===== config.mk =====
export PLATFORM = sky130hd
export DESIGN_NAME = modbus_rtu_tx
export DESIGN_NICKNAME = d
export VERILOG_FILES = /design/src/rtl/modbus_rtu_tx.sv
export SDC_FILE = /design/constraint.sdc
export NUM_CORES = 1
export LEC_CHECK = 0
export ABC_AREA = 1
export BUFFER_PORTS_ARGS = -buffer_cell sky130_fd_sc_hd__buf_4
export CAP_MARGIN = 10
export CORE_MARGIN = 2
export CORE_UTILIZATION = 66
export CTS_CLUSTER_SIZE = 12
export DETAILED_ROUTE_END_ITERATION = 10
export GPL_TIMING_DRIVEN = 0
export PLACE_DENSITY = 0.91
export SLEW_MARGIN = 0
export SYNTH_ARGS = -nofsm -noshare
export SYNTH_HDL_FRONTEND = slang
export SYNTH_SLANG_ARGS = --single-unit

===== constraint.sdc =====
create_clock -name clk -period 4.17 [get_ports clk]
set_clock_uncertainty 0.1 [all_clocks]
set_input_delay 0.834 -clock clk [delete_from_list [all_inputs] [get_ports clk]]
set_output_delay 0.834 -clock clk [all_outputs]
set_load 0.01 [all_outputs]

===== src/rtl/modbus_rtu_tx.sv =====
// MODBUS RTU response transmitter: appends CRC-16/MODBUS and sends 11-bit even-parity UART characters.
// Latency: uart_tx falls one cycle after a byte handshake; the CRC follows the last payload byte back to back.
// Backpressure: tx_ready is high only in IDLE/WAIT_BYTE; the gap timer aborts a frame whose next byte is late.
`timescale 1ns/1ps
module modbus_rtu_tx #(
  parameter int CLKS_PER_BIT = 2604,
  parameter int SILENCE_BITS = 39,
  parameter int GAP_BITS     = 16
) (
  input  logic       clk,
  input  logic       rst_n,
  input  logic [7:0] tx_data,
  input  logic       tx_valid,
  input  logic       tx_last,
  output logic       tx_ready,
  output logic       uart_tx,
  output logic       busy,
  output logic       frame_done,
  output logic       frame_abort
);

  localparam int SIL_CYC = SILENCE_BITS * CLKS_PER_BIT;
  localparam int GAP_CYC = GAP_BITS * CLKS_PER_BIT;
  localparam int TMR_W   = $clog2((SIL_CYC > GAP_CYC) ? SIL_CYC : GAP_CYC);
  localparam int BAUD_W  = $clog2(CLKS_PER_BIT);

  localparam logic [TMR_W-1:0]  SIL_END   = TMR_W'(SIL_CYC - 1);
  localparam logic [TMR_W-1:0]  GAP_END   = TMR_W'(GAP_CYC - 1);
  localparam logic [BAUD_W-1:0] BIT_END   = BAUD_W'(CLKS_PER_BIT - 1);
  localparam logic [BAUD_W-1:0] CRC_STEPS = BAUD_W'(8);

  typedef enum logic [2:0] {SILENCE, IDLE, SHIFT, WAIT_BYTE, CRC_LO, CRC_HI} state_t;

  state_t             state, state_nxt;
  logic [TMR_W-1:0]   tmr;
  logic [BAUD_W-1:0]  baud_cnt;
  logic [3:0]         bit_cnt;
  logic [9:0]         sh;          // {stop, parity, data} still to be sent after the start bit
  logic [15:0]        crc;
  logic               last_q;
  logic               tx_act, bit_end, char_end;
  logic               load, take, done_set, abort_set;
  logic [7:0]         load_byte;

  // One CRC-16/MODBUS bit iteration (reflected polynomial 0xA001).
  function automatic logic [15:0] crc_step(input logic [15:0] c);
    return c[0] ? ((c >> 1) ^ 16'hA001) : (c >> 1);
  endfunction

  assign tx_act   = (state == SHIFT) || (state == CRC_LO) || (state == CRC_HI);
  assign bit_end  = (baud_cnt == BIT_END);
  assign char_end = tx_act && bit_end && (bit_cnt == 4'd10);

  // State register.
  always_ff @(posedge clk or negedge rst_n) begin
    if (!rst_n) state <= SILENCE;
    else        state <= state_nxt;
  end

  // Next-state decode plus handshake, character-load and pulse requests.
  always_comb begin
    state_nxt = state;
    tx_ready  = 1'b0;
    load      = 1'b0;
    load_byte = tx_data;
    take      = 1'b0;
    done_set  = 1'b0;
    abort_set = 1'b0;
    case (state)
      SILENCE: if (tmr == SIL_END) state_nxt = IDLE;
      IDLE, WAIT_BYTE: begin
        tx_ready = 1'b1;
        if (tx_valid) begin
          take      = 1'b1;
          load      = 1'b1;
          state_nxt = SHIFT;
        end else if ((state == WAIT_BYTE) && (tmr == GAP_END)) begin
          abort_set = 1'b1;
          state_nxt = SILENCE;
        end
      end
      SHIFT: begin
        if (char_end) begin
          if (last_q) begin
            load      = 1'b1;
            load_byte = crc[7:0];
            state_nxt = CRC_LO;
          end else begin
            state_nxt = WAIT_BYTE;
          end
        end
      end
      CRC_LO: begin
        if (char_end) begin
          load      = 1'b1;
          load_byte = crc[15:8];
          state_nxt = CRC_HI;
        end
      end
      CRC_HI: begin
        if (char_end) begin
          done_set  = 1'b1;
          state_nxt = SILENCE;
        end
      end
      default: state_nxt = SILENCE;
    endcase
  end

  // Silence / inter-character gap timer, restarted on every state change.
  always_ff @(posedge clk or negedge rst_n) begin
    if (!rst_n)                                        tmr <= '0;
    else if (state_nxt != state)                       tmr <= '0;
    else if ((state == SILENCE) || (state == WAIT_BYTE)) tmr <= tmr + 1'b1;
  end

  // Character serializer; counters restart on every load so characters never drift.
  always_ff @(posedge clk or negedge rst_n) begin
    if (!rst_n) begin
      sh       <= '1;
      uart_tx  <= 1'b1;
      baud_cnt <= '0;
      bit_cnt  <= '0;
    end else if (load) begin
      sh       <= {1'b1, ^load_byte, load_byte};
      uart_tx  <= 1'b0;
      baud_cnt <= '0;
      bit_cnt  <= '0;
    end else if (tx_act) begin
      if (bit_end) begin
        baud_cnt <= '0;
        if (bit_cnt != 4'd10) begin
          bit_cnt <= bit_cnt + 4'd1;
          uart_tx <= sh[0];
          sh      <= {1'b1, sh[9:1]};
        end else begin
          uart_tx <= 1'b1;
        end
      end else begin
        baud_cnt <= baud_cnt + 1'b1;
      end
    end
  end

  // CRC: fold byte on acceptance, then one iteration per clock inside the start bit.
  always_ff @(posedge clk or negedge rst_n) begin
    if (!rst_n)                                                 crc <= 16'hFFFF;
    else if ((state_nxt == SILENCE) && (state != SILENCE))      crc <= 16'hFFFF;
    else if (take)                                              crc <= crc ^ {8'h00, tx_data};
    else if ((state == SHIFT) && (bit_cnt == 4'd0) && (baud_cnt < CRC_STEPS))
                                                                crc <= crc_step(crc);
  end

  // Frame bookkeeping: last flag, busy window and one-cycle status pulses.
  always_ff @(posedge clk or negedge rst_n) begin
    if (!rst_n) begin
      last_q      <= 1'b0;
      busy        <= 1'b0;
      frame_done  <= 1'b0;
      frame_abort <= 1'b0;
    end else begin
      if (take) last_q <= tx_last;
      if (take)                                          busy <= 1'b1;
      else if ((state == SILENCE) && (state_nxt == IDLE)) busy <= 1'b0;
      frame_done  <= done_set;
      frame_abort <= abort_set;
    end
  end

endmodule


==> Word level (Yosys, flattened, before mapping) <==
Index checks and enable logic that the tools add are counted.
{ "word_totals": {"reg_bits": 67, "in_bits": 12, "out_inout_bits": 5, "wordCells": 99} }
{ "classes": {"addsub": 3, "order_cmp": 1, "n_eq_ne": 12, "n_mux": 46, "n_bitwise": 2, "reduce_logical": 24} }
{ "op_table": {"columns": ["cell", "n"], "rows": [
  ["$mux 16", 4],
  ["$mux 10", 4],
  ["$mux 12", 3],
  ["$mux 17", 2],
  ["$mux 8", 3],
  ["$mux 3", 7],
  ["$add 17x1->17 const B", 1],
  ["$eq 17x16->1 const B", 1],
  ["$eq 17x17->1 const B", 1],
  ["$mux 1", 16],
  ["$mux 4", 4],
  ["$pmux 8 s2", 1],
  ["$xor 16x8->16", 1],
  ["$pmux 3 s5", 1],
  ["$add 12x1->12 const B", 1],
  ["$eq 12x12->1 const B", 1],
  ["$lt 12x4->1 const B", 1],
  ["$reduce_bool 2->1", 5],
  ["$reduce_xor 8->1", 1],
  ["$logic_and 1x1->1", 7],
  ["$eq 3x1->1 const B", 2],
  ["$eq 3x2->1 const B", 2],
  ["$eq 3x3->1 const B", 2],
  ["$logic_not 3->1", 2],
  ["12 further kinds", 15]
]} }

==> Longest topological paths before layout <==
Gate-level depths: netlist of run 1.
{ "depth": {"ltp_word": 11, "ltp_mapped": 17, "ltp_nobuf": 17} }

==> Worst setup path after synthesis of run 1 <==
OpenSTA, ideal clock, no wires.
{ "synth_timing": {"path_type": "register to register", "start": "register bit_cnt[0]", "end": "register crc[0]", "setup_ps": 77, "arrival_time_ps": 1884, "t_required_ps": 3993, "setup_slack_ps": 2109, "stages_incl_launch_ff": 15, "n_path_buf": 1, "synth_period_minus_slack_ps": 2061, "cell_sequence": "dfrtp_1 > inv_1 > ha_1 > nand2_1 > nor2_4 > nand4_2 > nor2_1 > nand2_1 > nand3_1 > nor2_2 > nand3b_4 > nand3_2 > buf_6 > nand2_1 > o21ai_2"} }
{ "synth_via": {"elab_chain_cells": 7, "word_cells_on_any_way": 13, "cone_classes": "eq/ne (1); mux (5); reduce/logical (7)"} }
{ "synth_rtl": {"columns": ["element", "line", "source"], "rows": [
  ["start: declaration", "37", "logic [3:0] bit_cnt;"],
  ["start signal: assignment", "133", "bit_cnt <= bit_cnt + 4'd1;"],
  ["$eq 4x4->1 (*)", "52", "assign char_end = tx_act && bit_end && (bit_cnt == 4'd10);"],
  ["$logic_and 1x1->1 (*)", "52", null],
  ["$mux 3, on equally long branches", "101, 83, 94", null],
  ["$pmux 3 s5 (*)", "69", "case (state)"],
  ["net state_nxt[2]", "34", "state_t state, state_nxt;"],
  ["$logic_not 3->1 (*)", "148", "else if ((state_nxt == SILENCE) && (state != SILENCE)) crc <= 16'hFFFF;"],
  ["$logic_and 1x1->1 (*)", "148", null],
  ["$reduce_bool 3->1 (no source line) or $mux 16 (tied branches)", null, null],
  ["end signal: assignment", "149", "else if (take) crc <= crc ^ {8'h00, tx_data};"],
  ["end signal: assignment", "151", "crc <= crc_step(crc);"],
  ["end: declaration", "39", "logic [15:0] crc;"]
]} }
Mark *: on every way through the listed nets, which the timed path passes. The rest lies on a longest branch.
A chain may end at the register's enable or synchronous reset.

==> Worst setup path after layout of run 1 <==
{ "layout_timing": {"start": "register bit_cnt[0]", "end": "register tmr[13]"} }
{ "layout_via": {"elab_chain_cells": 6, "word_cells_on_any_way": 9, "cone_classes": "eq/ne (2); mux (5); reduce/logical (2)"} }
{ "layout_rtl": {"columns": ["element", "line", "source"], "rows": [
  ["$eq 4x4->1 (*)", "52", null],
  ["$logic_and 1x1->1 (*)", "52", null],
  ["$mux 3, on equally long branches", "101, 83, 94", null],
  ["$pmux 3 s5 (*)", "69", null],
  ["net state_nxt[0]", "34", null],
  ["$ne 3x3->1 (*)", "113", "else if (state_nxt != state) tmr <= '0;"],
  ["$mux 17 or $reduce_bool 2->1 (tied branches)", null, null],
  ["end signal: assignment", "114", "else if ((state == SILENCE) || (state == WAIT_BYTE)) tmr <= tmr + 1'b1;"],
  ["end: declaration", "35", "logic [TMR_W-1:0] tmr;"]
]} }
Marks and branches as above.

==> results.ini, run 1 <==
[run_status]
status=completed

[floorplanning]
die_area_um2=6890
chipHeight_um=83
fp.coreArea_um2=5990
initial_utilization_pct=68.8
rows=28
ios=17
dieWidth_um=83

[grt]
grt_pass1_wl_mm=16.8
antenna_found_initial=0
grt_max_degree=67
grt.total_usage_pct=29.5
grt-ovfl-total=0
grt_pass1_vias=3741

[placed_design]
portBuffers=16
place_ws_ns=1.67
dp_cells=638
place_congestion=0.884
place_hpwl_mm=6.86

[timing]
fmaxAchievable_ghz=0.391
fin_crit_sh_pct=61.3
setup_viol=0
setup_ws_ns=1.61
setup_tns_ns=0
slew_headroom_pct=44.1
slew_viol_final=0
rsz0062_at_grt=no
hold_slack_ns=0.379
post-route-min-period_ns=2.56
hold_viol_final=0
worstMarginPinSlew_ns=0.838

[critical_path]
cp-start-kind=flop
criticalPathCategory=reg -> reg
required_ns=4.33
crit_path_end_kind=flop
arrival_ns=2.72
critPathMaxFanout=10

[cells_and_area]
fillCellCount=433
layout.cells.non_filler=654
nets=591
drive_gt1_share_pct=17.6
syn2layout_area_growth_pct=9.72
antennaDiodeCount=0

[route]
drcViolationCount=0
ant_nets=0
vias=3856
routedWlPerCell_um=14.8
finalWirelength_mm=9.70
drt_iter0_markers=375
dr.pass1.iters=5
viasPerCell=5.90

[clock_tree]
cts_made_buffers=9
clockBufferDepth=2
htree_levels=3
clock_latency_ns=0.35
cts_tree=yes
cts_resized=0
cts.sinks=66
ctsHoldBuffers=0
clockRootBuffer=clkbuf_8
post_cts_buffers=0
clk_pin_slew_worst_paths_ns=0.07

[synthesis]
ys_ff_latch=66
syn_nets=564
seq_area_frac_synth_pct=40.9
synth_cells=547
synth.yosys.warnings=0
syn_area_per_cell_um2=7.53
synth_area_um2=4120
ys_types=42

[job]
drv_cap=0

[power_and_ir_drop]
p_per_area_nw_per_um2=485
peakVddDrop_mv=0.401
p_leak_uw=0.00221

[hold_path]
hold_class=reg -> reg

path summary, 6_finish.rpt:
kind / from / endpoint / slack (ns) / cells past startpoint
max reg2reg: bit_cnt[0] / tmr[13] / 1.61 / 13
max in group asynchronous: rst_n / baud_cnt[8] / 2.94 / 1
min in group asynchronous: rst_n / tmr[0] / 0.48 / 1
max: bit_cnt[0] / tmr[13] / 1.61 / 13
min reg2reg: crc[11] / crc[11] / 0.38 / 2
min: crc[11] / crc[11] / 0.38 / 2
worst max-delay path, stage by stage, from the launching register on:
cell	delay [ns]
dfrtp_1	0.40
inv_1	0.12
ha_1	0.16
nand2_1	0.08
nor2_4	0.23
nand4_2	0.24
nand2_1	0.15
nand2_1	0.08
nor2_2	0.23
inv_2	0.06
nand2_1	0.09
nand3_2	0.20
buf_6	0.22
nor3_2	0.11
through the flow:
stage / total power, uW / utilization [%] / cell area, um^2
floorplan: 1470 / - / 4120
detailed placement: 1650 / 72.3 / 4330
finish: 2190 / 75.4 / 4520
global route: 2310 / 75.4 / 4520
CTS: 2180 / 75.4 / 4520
global placement: 1600 / 72.3 / 4330
layer usage:
metal	vias up	GRT usage [%]	share of wire, %
met5	-	0	0
met4	0	13.6	2.6
met1	1836	37.3	40
met2	156	50.1	51
met3	31	4.27	6.2
li1	1833	-	-
placed cells by master, fill, tap and decap left out, drive strengths merged:
master    count
buf          22
ha            5
a31oi         2
nor2         88
o22ai         3
or2           2
o21ai        18
inv          76
o211ai        6
dfstp        26
clkinvlp      2
nand3        38
nand2       123
a221oi        1
o21a          1
bufinv        1
dfrtp        40
nor3         25
clkinv        3
a21oi        31
nand4        16
o221ai        2
a211oi        3
nand3b        3
nor3b         2
clkbuf       15
xnor2         4
xor2         16
nor4          5
logic make-up after synthesis:
logic type | synth area share [%]
fa+ha+maj | 1.52
flops | 40.9
buf+inv | 8.57
compound gates | 9.90
xor+xnor | 4.25
simple gates | 34.9
area by class of cell:
class	count	area [um^2]	share of cell area [%]
plain buffers	10	63.8	1.41
clock buffers	11	131	2.91
clock inverters	5	55.1	1.22
inverters	77	289	6.40
multi-input cells	394	2080	46.1
flip-flops and latches	66	1680	37.3
well taps	75	93.8	2.08
repair buffers	16	120	2.66
power by group:
| part | internal (uW) | switching, uW |
|---|---|---|
| Sequential | 846 | 149 |
| Clock | 275 | 256 |
| Combinational | 251 | 415 |
| Total | 1370 | 819 |
sequential cells by signal (all words and copies together), names as in the netlist:
| signal | cells |
|---|---|
| tmr | 17 |
| crc | 16 |
| baud_cnt | 12 |
| sh | 9 |
| bit_cnt | 4 |
| state | 3 |
| busy | 1 |
| frame_abort | 1 |
| frame_done | 1 |
| last_q | 1 |
| uart_tx | 1 |
cells in the mapped netlist:
library cell | instances | area share [%]
nand2_1 | 117 | 11
nor2_1 | 82 | 7.5
inv_1 | 73 | 6.7
dfrtp_1 | 40 | 24
nand3_1 | 30 | 3.6
a21oi_1 | 26 | 3.2
dfstp_2 | 26 | 17
nor3_1 | 22 | 2.7
xor2_1 | 16 | 3.4
nand4_1 | 15 | 2.3
o21ai_0 | 13 | 1.6
nand3_2 | 7 | 1.7
nand2_2 | 6 | 0.91
o211ai_1 | 6 | 1.1
a21oi_2 | 5 | 1.1
ha_1 | 5 | 1.5
clkbuf_1 | 4 | 0.36
xnor2_1 | 4 | 0.85
a211oi_1 | 3 | 0.55
buf_2 | 3 | 0.36
buf_6 | 3 | 0.82
inv_2 | 3 | 0.27
nor2_2 | 3 | 0.46
nor2_4 | 3 | 0.82
nor3_2 | 3 | 0.73
nor4_1 | 3 | 0.46
o21ai_2 | 3 | 0.64
o22ai_1 | 3 | 0.46
a31oi_1 | 2 | 0.30
nand3b_1 | 2 | 0.36
nor3b_1 | 2 | 0.36
o21ai_1 | 2 | 0.24
o221ai_1 | 2 | 0.43
or2_2 | 2 | 0.30
a221oi_1 | 1 | 0.21
clkinv_1 | 1 | 0.091
nand3_4 | 1 | 0.43
nand3b_4 | 1 | 0.49
nand4_2 | 1 | 0.30
nor4_2 | 1 | 0.30
nor4_4 | 1 | 0.52
o21a_1 | 1 | 0.18
Power figures use the tool's default switching activity.
==> run 2: changes to the inputs <==
--- a/config.mk
+++ b/config.mk
@@ -9,11 +9,11 @@
 export BUFFER_PORTS_ARGS = -buffer_cell sky130_fd_sc_hd__buf_4
 export CAP_MARGIN = 10
 export CORE_MARGIN = 2
-export CORE_UTILIZATION = 66
+export CORE_UTILIZATION = 56
 export CTS_CLUSTER_SIZE = 12
 export DETAILED_ROUTE_END_ITERATION = 10
 export GPL_TIMING_DRIVEN = 0
-export PLACE_DENSITY = 0.91
+export PLACE_DENSITY = 0.83
 export SLEW_MARGIN = 0
 export SYNTH_ARGS = -nofsm -noshare
 export SYNTH_HDL_FRONTEND = slang
==> constraint.sdc (replaced) <==
create_clock -name clk -period 2.1 [get_ports clk]
set_clock_uncertainty 0.1 [all_clocks]
set_input_delay 0.42 -clock clk [delete_from_list [all_inputs] [get_ports clk]]
set_output_delay 0.42 -clock clk [all_outputs]
set_load 0.01 [all_outputs]
==> results.ini, run 2 (synthesis gave the netlist of run 1 again) <==
[cells_and_area]
fillCellCount=438
reg_top3=tmr (17), crc (16), baud_cnt (12)
regMostFlops=tmr
final_common_cell=nand2_1
multi_input_area_um2=2590
finalInstanceArea_um2=5540
largest_reg_flops=17
drive_gt1_share_pct=41.0
syn2layout_area_growth_pct=34.5
layout_common_cells=nand2_1 (93), buf_4 (65), nor2_1 (62)
antennaDiodeCount=0
nets=644
layout.area.seq_um2=1690

[route]
routedWlPerCell_um=17.7
dr.pass1.iters=7
viasPerCell=5.88
drt_iter0_markers=330
vias=4301
ant_nets=0
finalWirelength_mm=12.9
drcViolationCount=0

[floorplanning]
initial_utilization_pct=57.4
rows=31
chipHeight_um=89.8
ios=17
fp.coreArea_um2=7180
die_area_um2=8060
dieWidth_um=89.8

[clock_tree]
cts.sinks=66
ctsHoldBuffers=0
cts_tree=yes
clockRootBuffer=clkbuf_8
htree_levels=3
clockBufferDepth=2
clk_pin_slew_worst_paths_ns=0.09
cts_made_buffers=9
clock_latency_ns=0.36

[timing]
hold_viol_final=0
setup_viol=52
fmaxAchievable_ghz=0.416
slew_viol_final=0
post-route-min-period_ns=2.40
slew_headroom_pct=44.5
worstMarginPinSlew_ns=0.832
setup_ws_ns=-0.304
fin_crit_sh_pct=114
rsz0062_at_grt=yes

[grt]
grt_max_degree=67
grt_use_met2_pct=51.3
grt-ovfl-total=0
grt.total_usage_pct=29.0
busiest_layer=met2
grt_pass1_wl_mm=19.2
grt_pass1_vias=4227
use_met3_pct=7.04
met1_usage_pct=34.0
antenna_found_initial=0

[hold_path]
hold_class=in -> async

[critical_path]
cp-start-kind=flop
arrival_ns=2.57
criticalPathCategory=reg -> reg
required_ns=2.27
critPathMaxFanout=5
crit_path_end_kind=flop

[power_and_ir_drop]
power_uw=5190
peakVddDrop_mv=0.700
p_per_area_nw_per_um2=938
p_leak_uw=0.00258

[placed_design]
portBuffers=16
place_hpwl_mm=6.57
place_congestion=0.917
place_area_um2=4360

[run_status]
status=finished with violations
violations=setup timing

[job]
drv_cap=0

run 2: cell types whose count changed in the layout (fill, tap and decap cells not counted), sizes merged:
cell,previous run,this run
buf,22,76
clkinv,3,1
clkinvlp,2,1
inv,76,77
nand3,38,39
run 2: repair_timing:
action / in CTS / in global routing
pin swaps: 26 / 31
buffers inserted: 30 / 20
resized for setup: 84 / 81
cloned: 3 / 0
setup endpoints to repair: 57 / 59
run 2: cell type report:
cell class / instances / area share, %
multi-input combinational: 395 / 46.7
sequential: 66 / 30.5
timing repair buffer: 68 / 9.71
inverter: 77 / 5.31
clock buffer: 13 / 3.07
tap: 99 / 2.24
buffer: 10 / 1.65
clock inverter: 3 / 0.791
run 2: path summary, 6_finish.rpt:
path | from | to | slack, ns | cells after the start
max | state[0] | tmr[13] | -0.30 | 12
max reg2reg | state[0] | tmr[13] | -0.30 | 12
min | rst_n | tmr[8] | 0.06 | 1
max in group asynchronous | rst_n | state[1] | 1.24 | 1
min in group clk | tx_valid | frame_abort | 0.15 | 2
min reg2reg | sh[7] | sh[7] | 0.38 | 2
run 2: worst max-delay path, stage by stage, from the launching register on:
cell and delay, ns:
dfrtp_2 0.48, nor2_4 0.17, nand2_1 0.12, inv_1 0.14
nand3_1 0.13, nor3_2 0.31, a21oi_2 0.07, nand2_1 0.13
nor2_4 0.06, nand2_1 0.16, nand3_4 0.16, buf_6 0.17
nor3_2 0.09
run 2: report_power, final:
| group | switching [uW] | internal [uW] |
|---|---|---|
| logic | 1160 | 855 |
| clock network | 529 | 656 |
| registers | 308 | 1680 |
run 2: routing by layer:
| metal | up-vias | part of all wire (%) |
|---|---|---|
| met5 | - | 0 |
| met4 | 0 | 5.7 |
| met3 | 83 | 6.9 |
| met2 | 236 | 50 |
| met1 | 2048 | 37 |
| li1 | 1934 | - |
run 2: stage by stage:
step                hold WS (ns)  TNS (ns)  utilization, %  std cells  setup slack (ns)
finish                    0.0590    -10.06            77.2        731            -0.304
detailed placement         0.364    -15.51            60.8        662            -0.357
global route               0.141    -15.02            77.2        731            -0.403
CTS                        0.101     -1.23            71.4        711           -0.0708
floorplan                 0.0244         0               -        547            0.0391
global placement           0.363    -11.79            60.8        662            -0.302
